[config.mk]
export PLATFORM = sky130hd
export DESIGN_NAME = mpr121_i2c_line_conditioner
export DESIGN_NICKNAME = d
export VERILOG_FILES = /design/src/rtl/khu_sensor_pkg.sv /design/src/rtl/i2c_glitch_filter.sv /design/src/rtl/mpr121_i2c_line_conditioner.sv
export SDC_FILE = /design/constraint.sdc
export NUM_CORES = 1
export LEC_CHECK = 0
export ABC_AREA = 1
export CAP_MARGIN = 15
export CELL_PAD_IN_SITES_DETAIL_PLACEMENT = 0
export CELL_PAD_IN_SITES_GLOBAL_PLACEMENT = 1
export CORE_MARGIN = 4
export CORE_UTILIZATION = 43
export CTS_BUF_LIST = sky130_fd_sc_hd__clkbuf_16
export DETAILED_ROUTE_END_ITERATION = 6
export PLACE_DENSITY = 0.8
export SLEW_MARGIN = 5
export SYNTH_ARGS = -nofsm -noshare
export SYNTH_HDL_FRONTEND = slang
export SYNTH_SLANG_ARGS = --single-unit
export TNS_END_PERCENT = 30
[constraint.sdc]
create_clock -name i_CLK -period 1.6 [get_ports i_CLK]
set_input_delay 0.16 -clock i_CLK [delete_from_list [all_inputs] [get_ports i_CLK]]
set_output_delay 0.16 -clock i_CLK [all_outputs]
set_load 0.05 [all_outputs]
[src/rtl/khu_sensor_pkg.sv]
// Shared types and defaults for the KHU sensor I2C front end.
// Holds bus FSM encoding, event bundle and line-conditioner defaults.
package khu_sensor_pkg;

  localparam int I2C_SYNC_STAGES  = 2;
  localparam int I2C_FILT_LEN     = 4;
  localparam int I2C_IDLE_TIMEOUT = 1000;

  typedef enum logic {
    BUS_IDLE = 1'b0,
    BUS_BUSY = 1'b1
  } bus_state_e;

  typedef struct packed {
    logic scl_rise;
    logic scl_fall;
    logic start;
    logic stop;
    logic arb_lost;
  } i2c_evt_t;

endpackage

[src/rtl/i2c_glitch_filter.sv]
// Per-line synchronizer plus consecutive-sample glitch filter.
// line_nxt/line_upd expose the value the filter takes on the next edge.
module i2c_glitch_filter
  import khu_sensor_pkg::*;
#(
  parameter int SYNC_STAGES = I2C_SYNC_STAGES,
  parameter int FILT_LEN    = I2C_FILT_LEN
) (
  input  logic clk,
  input  logic rst_n,
  input  logic line_in,
  output logic line_q,
  output logic line_nxt,
  output logic line_upd
);

  localparam logic [3:0] CNT_LAST = 4'(FILT_LEN - 1);

  logic [SYNC_STAGES-1:0] sync_q;
  logic [3:0]             cnt_q;
  logic                   synced;
  logic                   diff;

  assign synced   = sync_q[SYNC_STAGES-1];
  assign diff     = synced ^ line_q;
  assign line_upd = diff && (cnt_q == CNT_LAST);
  assign line_nxt = line_upd ? synced : line_q;

  always_ff @(posedge clk or negedge rst_n) begin
    if (!rst_n) begin
      sync_q <= '1;
    end else begin
      sync_q <= {sync_q[SYNC_STAGES-2:0], line_in};
    end
  end

  always_ff @(posedge clk or negedge rst_n) begin
    if (!rst_n) begin
      cnt_q  <= '0;
      line_q <= 1'b1;
    end else begin
      line_q <= line_nxt;
      if (diff && !line_upd) begin
        cnt_q <= cnt_q + 4'd1;
      end else begin
        cnt_q <= '0;
      end
    end
  end

endmodule

[src/rtl/mpr121_i2c_line_conditioner.sv]
// Pad-side I2C line conditioner: filtering, bus events, busy tracking,
// arbitration-loss and clock-stretch detection for the MPR121 master.
module mpr121_i2c_line_conditioner
  import khu_sensor_pkg::*;
#(
  parameter int SYNC_STAGES  = I2C_SYNC_STAGES,
  parameter int FILT_LEN     = I2C_FILT_LEN,
  parameter int IDLE_TIMEOUT = I2C_IDLE_TIMEOUT
) (
  input  logic i_CLK,
  input  logic i_RSTN,
  input  logic i_SCL_IN,
  input  logic i_SDA_IN,
  input  logic i_SCL_DRIVE_LOW,
  input  logic i_SDA_DRIVE_LOW,
  input  logic i_ARB_EN,
  output logic o_SCL_OUT,
  output logic o_SDA_OUT,
  output logic o_SCL_EN,
  output logic o_SDA_EN,
  output logic o_SCL,
  output logic o_SDA,
  output logic o_SCL_RISE,
  output logic o_SCL_FALL,
  output logic o_START,
  output logic o_STOP,
  output logic o_ARB_LOST,
  output logic o_BUS_BUSY,
  output logic o_SCL_STRETCH
);

  localparam int         STRETCH_THR = SYNC_STAGES + FILT_LEN + 1;
  localparam logic [4:0] STRETCH_LIM = 5'(STRETCH_THR);
  localparam logic [15:0] IDLE_LAST  = 16'(IDLE_TIMEOUT - 1);

  logic scl_f, scl_nxt, scl_upd;
  logic sda_f, sda_nxt, sda_upd;

  i2c_glitch_filter #(
    .SYNC_STAGES(SYNC_STAGES),
    .FILT_LEN   (FILT_LEN)
  ) u_scl_filt (
    .clk     (i_CLK),
    .rst_n   (i_RSTN),
    .line_in (i_SCL_IN),
    .line_q  (scl_f),
    .line_nxt(scl_nxt),
    .line_upd(scl_upd)
  );

  i2c_glitch_filter #(
    .SYNC_STAGES(SYNC_STAGES),
    .FILT_LEN   (FILT_LEN)
  ) u_sda_filt (
    .clk     (i_CLK),
    .rst_n   (i_RSTN),
    .line_in (i_SDA_IN),
    .line_q  (sda_f),
    .line_nxt(sda_nxt),
    .line_upd(sda_upd)
  );

  logic       scl_en_q, sda_en_q;
  i2c_evt_t   evt_d, evt_q;
  bus_state_e state_q, state_d;
  logic [15:0] idle_cnt_q;
  logic        idle_hit;
  logic [4:0]  str_cnt_q, str_cnt_d;
  logic        str_q, str_d;

  always_ff @(posedge i_CLK or negedge i_RSTN) begin
    if (!i_RSTN) begin
      scl_en_q <= 1'b0;
      sda_en_q <= 1'b0;
    end else begin
      scl_en_q <= i_SCL_DRIVE_LOW;
      sda_en_q <= i_SDA_DRIVE_LOW;
    end
  end

  // Events are decoded from next-edge filter values so they line up
  // with the cycle in which the filtered level first changes.
  always_comb begin
    evt_d          = '0;
    evt_d.scl_rise = scl_upd && scl_nxt;
    evt_d.scl_fall = scl_upd && !scl_nxt;
    evt_d.start    = sda_upd && !sda_nxt && !scl_upd && scl_f;
    evt_d.stop     = sda_upd && sda_nxt && !scl_upd && scl_f;
    evt_d.arb_lost = evt_d.scl_rise && i_ARB_EN
                     && !sda_en_q && !sda_f;
  end

  always_ff @(posedge i_CLK or negedge i_RSTN) begin
    if (!i_RSTN) begin
      evt_q <= '0;
    end else begin
      evt_q <= evt_d;
    end
  end

  always_ff @(posedge i_CLK or negedge i_RSTN) begin
    if (!i_RSTN) begin
      idle_cnt_q <= '0;
    end else if (!(scl_f && sda_f)) begin
      idle_cnt_q <= '0;
    end else if (idle_cnt_q != 16'hffff) begin
      idle_cnt_q <= idle_cnt_q + 16'd1;
    end
  end

  assign idle_hit = scl_f && sda_f && (idle_cnt_q == IDLE_LAST);

  always_ff @(posedge i_CLK or negedge i_RSTN) begin
    if (!i_RSTN) begin
      state_q <= BUS_IDLE;
    end else begin
      state_q <= state_d;
    end
  end

  always_comb begin
    state_d = state_q;
    unique case (state_q)
      BUS_IDLE: begin
        if (evt_d.start || evt_d.scl_fall) state_d = BUS_BUSY;
      end
      BUS_BUSY: begin
        if (evt_q.stop || idle_hit) state_d = BUS_IDLE;
      end
    endcase
  end

  always_comb begin
    o_BUS_BUSY = (state_q == BUS_BUSY);
  end

  // Stretch flag uses next-edge SCL/enable so it drops together
  // with the filtered SCL rising or the core re-driving SCL.
  always_comb begin
    str_cnt_d = '0;
    if (!scl_en_q && !scl_f) begin
      str_cnt_d = (str_cnt_q == 5'h1f) ? str_cnt_q : str_cnt_q + 5'd1;
    end
    str_d = (str_cnt_d > STRETCH_LIM) && !scl_nxt && !i_SCL_DRIVE_LOW;
  end

  always_ff @(posedge i_CLK or negedge i_RSTN) begin
    if (!i_RSTN) begin
      str_cnt_q <= '0;
      str_q     <= 1'b0;
    end else begin
      str_cnt_q <= str_cnt_d;
      str_q     <= str_d;
    end
  end

  assign o_SCL_OUT     = 1'b0;
  assign o_SDA_OUT     = 1'b0;
  assign o_SCL_EN      = scl_en_q;
  assign o_SDA_EN      = sda_en_q;
  assign o_SCL         = scl_f;
  assign o_SDA         = sda_f;
  assign o_SCL_RISE    = evt_q.scl_rise;
  assign o_SCL_FALL    = evt_q.scl_fall;
  assign o_START       = evt_q.start;
  assign o_STOP        = evt_q.stop;
  assign o_ARB_LOST    = evt_q.arb_lost;
  assign o_SCL_STRETCH = str_q;

endmodule
==> results of run 1 <==
-- synth_stat cells, drive strengths merged, types with 2 or more instances --
cell and number:
dfstp 6, nand4 9, nand3 28, o21ai 8, inv 37, dfrtp 38, buf 4, nor3 4
a21oi 4, nor2 36, xor2 2, nand2 70, ha 4, or2 5
-- logic make-up after synthesis --
logic type | count (synthesis)
and+or+nand+nor | 156
DFF | 44
buffers and inverters | 41
AOI/OAI and AO/OA | 15
adders and majority gates | 4
xor gates and xnor gates | 3
other | 1
-- through the flow --
stage,total power [W],cells
global route,0.00349,356
floorplan,0.00197,265
CTS,0.00331,356
detailed placement,0.00231,347
global placement,0.00231,347
finish,0.00327,356
-- per-layer routing --
layer | global-route usage | vias up | share of wire
met5 | 0 | - | 0
met3 | 0.0385 | 5 | 0.036
met1 | 0.201 | 798 | 0.47
li1 | - | 879 | -
met4 | 0.0498 | 0 | 0.011
met2 | 0.267 | 19 | 0.49
-- worst paths after layout --
path                            cells past startpoint                  from                   end  slack [ps]
worst max register to register                      4     u_scl_filt.line_q         idle_cnt_q[2]         170
worst min-delay path                                1              i_SDA_IN  u_sda_filt.sync_q[0]         280
max in group asynchronous                           3                i_RSTN     u_sda_filt.line_q         740
min in group asynchronous                           3                i_RSTN        idle_cnt_q[14]         490
worst max-delay path                                4     u_scl_filt.line_q         idle_cnt_q[2]         170
worst min register to register                      0  u_sda_filt.sync_q[0]  u_sda_filt.sync_q[1]         360
-- what timing repair did --
action                     in CTS  in global routing
hold buffers                    1                  0
gates resized for setup         0                  1
hold endpoints to repair       38                  0
setup endpoints to repair       0                  3
-- cell type report --
type | instances | area (um^2)
inverter | 37 | 141
fill | 486 | 2240
timing repair buffer | 20 | 188
clock buffer | 5 | 125
multi-input combinational | 180 | 913
clock inverter | 3 | 20.0
tap | 67 | 83.8
sequential | 44 | 1110
-- state kept, by name (all words and copies together) (netlist names) --
register and flops:
u_sda_filt.sync_q 2, o_BUS_BUSY 1, o_STOP 1, u_sda_filt.line_q 1, o_SCL_RISE 1, o_SCL_FALL 1
o_SDA_EN 1, o_START 1, str_cnt_q 5, u_sda_filt.cnt_q 4, u_scl_filt.line_q 1, u_scl_filt.sync_q 2
o_ARB_LOST 1, o_SCL_STRETCH 1, u_scl_filt.cnt_q 4, o_SCL_EN 1, idle_cnt_q 16
-- power groups by stage --
stage,combinational (W),sequential [W],clock (W)
after global placement,0.000848,0.00146,0
after floorplan,0.000400,0.00157,0
after global routing,0.000958,0.00147,0.00106
final,0.000843,0.00145,0.000982
after CTS,0.000857,0.00144,0.00102
after detailed placement,0.000851,0.00146,0
==> metrics.log, run 1 <==
[metrics] min cycle time layout: 1430 ps
[metrics] Detailed Route WL: 4.33 mm
[metrics] share of flip-flops with an asynchronous set or reset: 1.00
[metrics] combinational power share: 0.258
[metrics] final design instance area without fill: 0.00258 mm^2
[metrics] highest net fanout along the worst path: 13
[metrics] area overhead of the layout relative to synthesis: 17.9%
[metrics] vertical die dimension: 79.3 um
[metrics] Die Outline Area: 0.00629 mm^2
[metrics] FF+latch count, synth: 44
[metrics] total clock buffers created by CTS: 5
[metrics] Worst Slack Setup Final: 174 ps
[metrics] Port Buffer Count: 17
[metrics] ratio of total power to cell area: 1270 mW/mm^2
[metrics] number of vias in the routed layout: 1701
[metrics] standby leakage power: 1.36 nW
[metrics] Seq/Total Area, Yosys: 0.507
[metrics] count of routing violations after the opening detailed-route iteration: 99
[metrics] Net Sw Power: 0.00112 W
[metrics] portion of netlist area occupied by mux cells: 0
[metrics] worst-case clock skew: 3.68 ps
[metrics] TritonCTS clock tree: done
[metrics] DR vias/cell: 4.78
[metrics] Total Neg Setup Slack: 0 ps
[metrics] number of hold violations in the final report: 0
[metrics] worst path buffer plus inverter count: 1
[metrics] gr usage total: 0.159
[metrics] first-pass GRT wire length: 7.85 mm
[metrics] worst-path cell with the longest stage delay: sky130_fd_sc_hd__dfstp_2
[metrics] remaining antenna violation count after routing: 0
[metrics] most instantiated flip-flop cell in the synthesis netlist: sky130_fd_sc_hd__dfrtp_1
[metrics] via count of the first global-routing pass: 1725
[metrics] synth unique cells: 35
[metrics] commonest non-fill, non-tap cells in the layout: sky130_fd_sc_hd__nand2_1 (64), sky130_fd_sc_hd__dfrtp_1 (38), sky130_fd_sc_hd__inv_1 (35)
[metrics] Setup CP Type: reg -> reg
[metrics] router iterations before antenna repair: 4
[metrics] share of the cycle needed by the critical path after routing: 0.891
[metrics] adder and majority gate portion of the synthesized area: 0.0229
[metrics] Post-Synthesis Cell Area: 0.00219 mm^2
[metrics] arrival time reported for the critical path endpoint: 1620 ps
[metrics] maxcap violations: 0
[metrics] maximum clock frequency: 701 MHz
[metrics] total of warnings raised by yosys: 0
[metrics] top-level port count: 20
[metrics] category of the worst setup path capture point: flop
[metrics] number of enable flip-flop cells after synthesis: 0
[metrics] number of max-slew violations in the final report: 0
[metrics] top cells by area in the synthesized netlist: sky130_fd_sc_hd__dfrtp_1 (43%), sky130_fd_sc_hd__nand2_1 (11%), sky130_fd_sc_hd__dfstp_2 (7.2%), sky130_fd_sc_hd__nand3_1 (6.4%), sky130_fd_sc_hd__inv_1 (5.8%)
[metrics] fraction of the mapped netlist area in simple logic gates: 0.340
[metrics] layout cells sized above 1: 0.166
[metrics] Syn Area/Cell: 8.29 um^2
[metrics] result of the run: complete, no violations
[metrics] Post-CTS Setup Inserts: 0
[metrics] unrepaired setup endpoints after global routing: false
[metrics] CP cell instances: nand2_2 -> inv_2 -> nand4_4 -> o31ai_1
[metrics] CTS max path bufs: 2
[metrics] sequential fraction of design power: 0.442
[metrics] fraction of power consumed by the clock network: 0.300
[metrics] master cell of the clock root buffer: sky130_fd_sc_hd__clkbuf_16
[metrics] setup slack at placement: 157 ps
[metrics] Final #Nets: 299
[metrics] mean routed wirelength per cell: 12.2 um
[metrics] Util after Layout: 0.536
[metrics] deepest level of the CTS H-tree: 2
[metrics] Synth Area in Compound Gates: 0.0377
[metrics] placeable core area: 0.00482 mm^2
[metrics] area fraction of the dominant cell type after synthesis: 0.435
[metrics] Post-Route Hold Slack: 279 ps
[metrics] cell type with the highest aggregate area in the netlist: sky130_fd_sc_hd__dfrtp_1
[metrics] total overflow reported by the global router: 0
[metrics] setup-violating endpoint count in the final report: 0
[metrics] net switching fraction of the power: 0.342
[metrics] diodes inserted: 0
[metrics] most frequent standard cell in the layout excluding fill and tap cells: sky130_fd_sc_hd__nand2_1
[metrics] number of cell rows: 25
[metrics] clock-pin transition on the worst setup and hold timing paths: 60 ps
[metrics] weighted congestion reported at the end of routability-driven placement: 0.841
[metrics] Pint: 0.00215 W
[metrics] xor/xnor share of the synthesized area: 0.0120
[metrics] worst slew pin tran: 544 ps
[metrics] post-route DRC violation count: 0
[metrics] post-detailed-placement half-perimeter wirelength: 3.23 mm
[metrics] required time of the worst setup path: 1790 ps
[metrics] main combinational cell family by area after synthesis: simple AND/OR/NAND/NOR gates
[metrics] horizontal die dimension: 79.3 um
[metrics] relative max-transition margin: 0.638
[metrics] Crit path max-delay family: flip-flops
[metrics] Max VDD drop: 0.923 mV
[metrics] Sinks on Clock Net: 44
[metrics] Syn Inst Count: 264
[metrics] slowest cell delay on critical path: 650 ps
[metrics] placement-stage cell area: 0.00242 mm^2
[metrics] initial antenna violation count: 0
[metrics] maximum number of pins on one net before global-route repair: 45
[metrics] Starting Density: 0.454
[metrics] startpoint types: flop
[metrics] class of the tightest hold or removal check: in -> reg
[metrics] clock latency at the later pin of the worst-skew pair: 280 ps
Note: power is estimated with default switching activity, not from simulation.
==> run 2: changes to the inputs <==
--- a/config.mk
+++ b/config.mk
@@ -9,11 +9,12 @@
 export CAP_MARGIN = 15
 export CELL_PAD_IN_SITES_DETAIL_PLACEMENT = 0
 export CELL_PAD_IN_SITES_GLOBAL_PLACEMENT = 1
-export CORE_MARGIN = 4
-export CORE_UTILIZATION = 43
+export CORE_MARGIN = 2
+export CORE_UTILIZATION = 45
 export CTS_BUF_LIST = sky130_fd_sc_hd__clkbuf_16
 export DETAILED_ROUTE_END_ITERATION = 6
-export PLACE_DENSITY = 0.8
+export DONT_BUFFER_PORTS = 1
+export PLACE_DENSITY = 0.76
 export SLEW_MARGIN = 5
 export SYNTH_ARGS = -nofsm -noshare
 export SYNTH_HDL_FRONTEND = slang
==> run 2 against run 1 <==
  * Clock skew is 0.76 ps higher
  * Critical path depth is 3 higher
  * Sequential share of layout area is 1.1 points higher
  * Die area is 14% lower
  * Cell count is 6.2% lower
  * Worst setup slack worse by 31 ps
  * Sequential power hardly changed
==> metrics.log, run 2 (synthesis gave the netlist of run 1 again) <==
[metrics] register with the highest flop count: idle_cnt_q
[metrics] Crit. Startpoint: idle_cnt_q[0]
[metrics] layout cells sized above 1: 0.146 (-0.0197)
[metrics] standby leakage power: 1.33 nW (-2.7%)
[metrics] diodes inserted: 0 (unchanged)
[metrics] worst path buffer plus inverter count: 1 (unchanged)
[metrics] maxcap violations: 0 (unchanged)
[metrics] horizontal die dimension: 73.7 um (-7.1%)
[metrics] area occupied by registers: 0.00111 mm^2 (unchanged)
[metrics] worst-path cell with the longest stage delay: sky130_fd_sc_hd__dfrtp_1
[metrics] Sinks on Clock Net: 44 (unchanged)
[metrics] Total Neg Setup Slack: 0 ps (unchanged)
[metrics] combinational power share: 0.226 (-0.032)
[metrics] unrepaired setup endpoints after global routing: false
[metrics] master cell of the clock root buffer: sky130_fd_sc_hd__clkbuf_16
[metrics] Crit path max-delay family: simple AND/OR/NAND/NOR gates
[metrics] post-detailed-placement half-perimeter wirelength: 3.03 mm (-6.3%)
[metrics] Detailed Route WL: 4.17 mm (-3.6%)
[metrics] max FFs per register: 16 (unchanged)
[metrics] result of the run: complete, no violations
[metrics] ratio of total power to cell area: 1320 mW/mm^2 (+4.4%)
[metrics] count of routing violations after the opening detailed-route iteration: 82 (-17%)
[metrics] area overhead of the layout relative to synthesis: 15.0%
[metrics] via count of the first global-routing pass: 1578 (-8.5%)
[metrics] initial antenna violation count: 0 (unchanged)
[metrics] deepest level of the CTS H-tree: 2 (unchanged)
[metrics] placeable core area: 0.00469 mm^2 (-2.6%)
[metrics] min cycle time layout: 1460 ps (+31.0 ps)
[metrics] top-level port count: 20 (unchanged)
[metrics] TritonCTS clock tree: done
[metrics] highest net fanout along the worst path: 13 (unchanged)
[metrics] mean routed wirelength per cell: 12.5 um (+2.7%)
[metrics] registers with the most flip-flops: idle_cnt_q (16), str_cnt_q (5)
[metrics] first-pass GRT wire length: 7.07 mm (-9.9%)
[metrics] Starting Density: 0.466 (+0.0121)
[metrics] maximum clock frequency: 686 MHz (-2.1%)
[metrics] Min-Delay Path Depth: 2 (+1)
[metrics] cell depth of the worst setup path: 7 (+3)
[metrics] maximum number of pins on one net before global-route repair: 45 (unchanged)
[metrics] number of hold violations in the final report: 0 (unchanged)
[metrics] CTS max path bufs: 2 (unchanged)
[metrics] commonest non-fill, non-tap cells in the layout: sky130_fd_sc_hd__nand2_1 (64), sky130_fd_sc_hd__dfrtp_1 (38), sky130_fd_sc_hd__inv_1 (34)
[metrics] startpoint types: flop
[metrics] Port Buffer Count: 0 (-17)
[metrics] category of the worst setup path capture point: flop
[metrics] Final #Nets: 290 (-3.0%)
[metrics] vertical die dimension: 73.7 um (-7.1%)
[metrics] Die Outline Area: 0.00544 mm^2 (-14%)
[metrics] total design power: 0.00333 W (+1.8%)
[metrics] number of cell rows: 25 (unchanged)
[metrics] slowest cell delay on critical path: 410 ps (-240 ps)
[metrics] Setup CP Type: reg -> reg
[metrics] number of max-slew violations in the final report: 0 (unchanged)
[metrics] FF-to-FF setup slack: 140 ps (-30 ps)
[metrics] Net Sw Power: 0.00109 W (-2.4%)
[metrics] net switching fraction of the power: 0.328 (-0.0141)
[metrics] total overflow reported by the global router: 0 (unchanged)
[metrics] weighted congestion reported at the end of routability-driven placement: 0.823 (-2.1%)
[metrics] startpoint of the lowest-slack register-to-register path: idle_cnt_q[0]
[metrics] share of the cycle needed by the critical path after routing: 0.911 (+0.0194)
[metrics] CP cell instances: ha_2 -> nand2_2 -> nor2_4 -> nand2_4 -> inv_4 -> nand4_4 -> o31ai_1
[metrics] clock-pin transition on the worst setup and hold timing paths: 60 ps (about the same)
[metrics] clock latency at the later pin of the worst-skew pair: 280 ps (about the same)
[metrics] gr usage total: 0.171 (+0.0124)
[metrics] post-route DRC violation count: 0 (unchanged)
[metrics] depth of the most critical reg-to-reg path: 7 (+3)
[metrics] number of vias in the routed layout: 1661 (-2.4%)
[metrics] sequential fraction of design power: 0.434 (-0.008)
[metrics] arrival time reported for the critical path endpoint: 1640 ps (+20 ps)
[metrics] number of fillers in the final layout: 477 (-1.9%)
[metrics] setup-violating endpoint count in the final report: 0 (unchanged)
[metrics] most frequent standard cell in the layout excluding fill and tap cells: sky130_fd_sc_hd__nand2_1
[metrics] required time of the worst setup path: 1790 ps (about the same)
[metrics] worst-case clock skew: 4.43 ps (+0.755 ps)
[metrics] DR vias/cell: 4.97 (+4.1%)
[metrics] Max VDD drop: 0.737 mV (-20%)
[metrics] router iterations before antenna repair: 4 (unchanged)
[metrics] fraction of power consumed by the clock network: 0.340 (+0.040)
[metrics] last element of the critical path: idle_cnt_q[2]
[metrics] Pint: 0.00224 W (+4.0%)
[metrics] capture instance of the worst register-to-register path: idle_cnt_q[2]
[metrics] total clock buffers created by CTS: 5 (unchanged)
[metrics] area occupied by multi-input gates: 916 um^2 (+0.27%)
[metrics] class of the tightest hold or removal check: in -> reg
[metrics] Util after Layout: 0.536 (+0.000683)
[metrics] remaining antenna violation count after routing: 0 (unchanged)
[run 2: cell types whose count changed in the layout (fill, tap and decap cells not counted), sizes merged]
cell and change:
inv -1, clkdlybuf4s50 -5, bufinv +1, clkinv +1, dlygate4sd3 +4, buf -8
clkinvlp -1
[run 2: power by group through the flow]
stage	registers (W)	clock network [W]	logic (W)
finish	0.00144	0.00113	0.000752
global route	0.00147	0.00121	0.000843
CTS	0.00145	0.00116	0.000764
detailed placement	0.00146	0	0.000719
global placement	0.00146	0	0.000719
floorplan	0.00157	0	0.000400
[run 2: stage by stage]
step                hold slack (ps)  area (um^2)  std cells  setup WS (ps)
global route                   22.0         2520        334           7.87
finish                         20.3         2520        334            143
CTS                            15.6         2510        334           96.8
detailed placement             -134         2270        320            137
global placement               -134         2270        320            184
floorplan                      -136         2190        265            220
[run 2: worst min path at each step]
stage / end / startpoint / slack [ps]
global placement: str_cnt_q[0] / i_RSTN / -130
CTS: o_ARB_LOST / i_ARB_EN / 20
floorplan: idle_cnt_q[0] / i_RSTN / -140
detailed placement: str_cnt_q[2] / i_RSTN / -130
global route: o_ARB_LOST / i_ARB_EN / 20
finish: o_ARB_LOST / i_ARB_EN / 20
[run 2: cell type report]
cell class / instances / area share
clock buffer: 5 / 0.0497
clock inverter: 3 / 0.0169
inverter: 37 / 0.0562
multi-input combinational: 180 / 0.364
sequential: 44 / 0.441
tap: 54 / 0.0269
timing repair buffer: 11 / 0.0457
[run 2: routing by layer]
layer / global-route usage / wire (um)
met1: 0.236 / 1990
met2: 0.272 / 2050
met3: 0.0288 / 77
met4: 0.0606 / 50
met5: 0 / 0
[run 2: timing repair]
action                     CTS  global route
setup endpoints to repair    0             8
resized for setup            0             2
hold buffers                 6             0
hold endpoints to repair    48             0
buffers inserted             0             0
==> run 3: changes to the inputs <==
--- a/config.mk
+++ b/config.mk
@@ -14,7 +14,7 @@
 export CTS_BUF_LIST = sky130_fd_sc_hd__clkbuf_16
 export DETAILED_ROUTE_END_ITERATION = 6
 export DONT_BUFFER_PORTS = 1
-export PLACE_DENSITY = 0.76
+export PLACE_DENSITY_LB_ADDON = 0.1
 export SLEW_MARGIN = 5
 export SYNTH_ARGS = -nofsm -noshare
 export SYNTH_HDL_FRONTEND = slang
==> run 3 against run 2 <==
  * Count of clock-buffer cells in the layout unchanged
  * Worst setup slack improved by 12 ps
  * Total power decreased by 3.8%
  * Hold slack got worse by 11 ps
  * Cell count unchanged
  * Critical endpoint unchanged
  * Critical path type unchanged
  * Utilization decreased by 0.56 points
  * Largest power group unchanged
  * Largest cell class unchanged
==> metrics.log, run 3 (synthesis gave the netlist of run 1 again) <==
[metrics] result of the run: complete, no violations
[metrics] Die Outline Area: 0.00544 mm^2 (unchanged)
[metrics] category of the worst setup path capture point: flop
[metrics] remaining antenna violation count after routing: 0 (unchanged)
[metrics] deepest level of the CTS H-tree: 2 (unchanged)
[metrics] Sinks on Clock Net: 44 (unchanged)
[metrics] diodes inserted: 0 (unchanged)
[metrics] fraction of power consumed by the clock network: 0.312 (-0.028)
[metrics] Detailed Route WL: 4.30 mm (+3.1%)
[metrics] Util after Layout: 0.531 (-0.00560)
[metrics] area occupied by multi-input gates: 913 um^2 (-0.27%)
[metrics] ratio of total power to cell area: 1290 mW/mm^2 (-2.8%)
[metrics] commonest non-fill, non-tap cells in the layout: sky130_fd_sc_hd__nand2_1 (64), sky130_fd_sc_hd__dfrtp_1 (38), sky130_fd_sc_hd__inv_1 (34)
[metrics] worst-case clock skew: 6.62 ps (+2.19 ps)
[metrics] DR vias/cell: 4.96 (-0.24%)
[metrics] registers with the most flip-flops: idle_cnt_q (16), str_cnt_q (5)
[metrics] most frequent standard cell in the layout excluding fill and tap cells: sky130_fd_sc_hd__nand2_1
[metrics] maximum number of pins on one net before global-route repair: 45 (unchanged)
[metrics] number of max-slew violations in the final report: 0 (unchanged)
[metrics] Post-CTS Setup Inserts: 0 (unchanged)
[metrics] initial antenna violation count: 0 (unchanged)
[metrics] first-pass GRT wire length: 7.27 mm (+2.8%)
[metrics] maxcap violations: 0 (unchanged)
[metrics] total clock buffers created by CTS: 5 (unchanged)
[metrics] top-level port count: 20 (unchanged)
[metrics] max FFs per register: 16 (unchanged)
[metrics] number of hold violations in the final report: 0 (unchanged)
[metrics] Starting Density: 0.466 (unchanged)
[metrics] router iterations before antenna repair: 4 (unchanged)
[metrics] highest net fanout along the worst path: 13 (unchanged)
[metrics] count of routing violations after the opening detailed-route iteration: 97 (+18%)
[metrics] Worst Slack Setup Final: 154 ps (+11.6 ps)
[metrics] Net Sw Power: 0.00113 W (+3.3%)
[metrics] gr usage total: 0.177 (+0.00610)
[metrics] combinational power share: 0.236 (+0.010)
[metrics] layout cells sized above 1: 0.143 (-0.00357)
[metrics] number of fillers in the final layout: 435 (-8.8%)
[metrics] Pint: 0.00207 W (-7.3%)
[metrics] weighted congestion reported at the end of routability-driven placement: 0.844 (+2.5%)
[metrics] CTS max path bufs: 2 (unchanged)
[metrics] sequential fraction of design power: 0.451 (+0.017)
[metrics] maximum clock frequency: 692 MHz (+0.80%)
[metrics] post-detailed-placement half-perimeter wirelength: 3.08 mm (+1.6%)
[metrics] clock latency at the later pin of the worst-skew pair: 280 ps (about the same)
[metrics] net switching fraction of the power: 0.352 (+0.0243)
[metrics] number of cell rows: 25 (unchanged)
[metrics] horizontal die dimension: 73.7 um (unchanged)
[metrics] placement-stage cell area: 0.00227 mm^2 (unchanged)
[metrics] area overhead of the layout relative to synthesis: 13.8%
[metrics] min cycle time layout: 1450 ps (-11.6 ps)
[metrics] Port Buffer Count: 0 (unchanged)
[metrics] Max VDD drop: 0.638 mV (-13%)
[metrics] master cell of the clock root buffer: sky130_fd_sc_hd__clkbuf_16
[metrics] unrepaired setup endpoints after global routing: false
[metrics] register with the highest flop count: idle_cnt_q
[metrics] Final #Nets: 290 (unchanged)
[metrics] Setup CP Type: reg -> reg
[metrics] arrival time reported for the critical path endpoint: 1640 ps (about the same)
[metrics] class of the tightest hold or removal check: in -> reg
[metrics] number of vias in the routed layout: 1657 (-0.24%)
[metrics] standby leakage power: 1.31 nW (-1.2%)
[metrics] TritonCTS clock tree: done
[metrics] clock-pin transition on the worst setup and hold timing paths: 60 ps (about the same)
[metrics] mean routed wirelength per cell: 12.9 um (+3.1%)
[metrics] placeable core area: 0.00469 mm^2 (unchanged)
[metrics] Post-Route Hold Slack: 9.62 ps (-10.7 ps)
[metrics] Total Neg Setup Slack: 0 ps (unchanged)
[metrics] total overflow reported by the global router: 0 (unchanged)
[metrics] area occupied by registers: 0.00111 mm^2 (unchanged)
[metrics] vertical die dimension: 73.7 um (unchanged)
[metrics] via count of the first global-routing pass: 1590 (+0.76%)
[metrics] post-route DRC violation count: 0 (unchanged)
[metrics] setup-violating endpoint count in the final report: 0 (unchanged)
[metrics] required time of the worst setup path: 1800 ps (about the same)
[metrics] final design instance area without fill: 0.00249 mm^2 (-1.0%)
[metrics] share of the cycle needed by the critical path after routing: 0.903 (-0.00726)
[metrics] setup slack at placement: 134 ps (-2.91 ps)
[metrics] startpoint types: flop
## run 3: path summary, 6_finish.rpt
path                                      start                   end  slack [ps]  cells past startpoint
setup reg to reg                  idle_cnt_q[0]         idle_cnt_q[2]         150                      7
min in group asynchronous                i_RSTN         idle_cnt_q[9]         390                      2
max in group asynchronous                i_RSTN  u_sda_filt.sync_q[1]         940                      2
hold reg to reg            u_scl_filt.sync_q[0]  u_scl_filt.sync_q[1]         360                      0
hold / removal                         i_ARB_EN            o_ARB_LOST          10                      2
setup / recovery                  idle_cnt_q[0]         idle_cnt_q[2]         150                      7
## run 3: timing repair
action / CTS / global route
endpoints found under the setup margin: 0 / 1
gates resized for setup: 0 / 1
hold buffers: 6 / 0
endpoints found under the hold margin: 48 / 0
## run 3: layer usage
metal | vias to the layer above | part of all wire | wire, um | global-route usage
met5 | - | 0 | 0 | 0
met2 | 35 | 0.46 | 1970 | 0.266
li1 | 862 | - | - | -
met4 | 0 | 0.014 | 60 | 0.0687
met3 | 6 | 0.049 | 212 | 0.0425
met1 | 754 | 0.48 | 2060 | 0.247
## run 3: area by class of cell
class / count / area share
inverters: 37 / 0.0568
well taps: 54 / 0.0271
clock buffers: 5 / 0.0503
multi-input cells: 180 / 0.367
clock inverters: 3 / 0.00754
repair buffers: 11 / 0.0462
flip-flops and latches: 44 / 0.445
## run 3: stage by stage
| stage | total power, W | cells |
|---|---|---|
| after CTS | 0.00324 | 334 |
| after detailed placement | 0.00219 | 320 |
| after global placement | 0.00219 | 320 |
| after floorplan | 0.00197 | 265 |
| final | 0.00320 | 334 |
| after global routing | 0.00340 | 334 |
## run 3: worst max-delay path, stage by stage, from the launching register on
cell and delay (ps):
sky130_fd_sc_hd__dfrtp_1 400, sky130_fd_sc_hd__ha_1 260, sky130_fd_sc_hd__nand2_2 100, sky130_fd_sc_hd__nor2_4 120, sky130_fd_sc_hd__nand2_4 80, sky130_fd_sc_hd__inv_4 80, sky130_fd_sc_hd__nand4_4 200, sky130_fd_sc_hd__o31ai_1 130
## run 3: power by group through the flow
stage	combinational (W)	sequential (W)	clock (W)
3_3_place_gp	0.000724	0.00147	0
6_report	0.000757	0.00144	0.00100
3_5_place_dp	0.000719	0.00147	0
4_1_cts	0.000761	0.00145	0.00103
2_1_floorplan	0.000400	0.00157	0
5_1_grt	0.000855	0.00147	0.00108
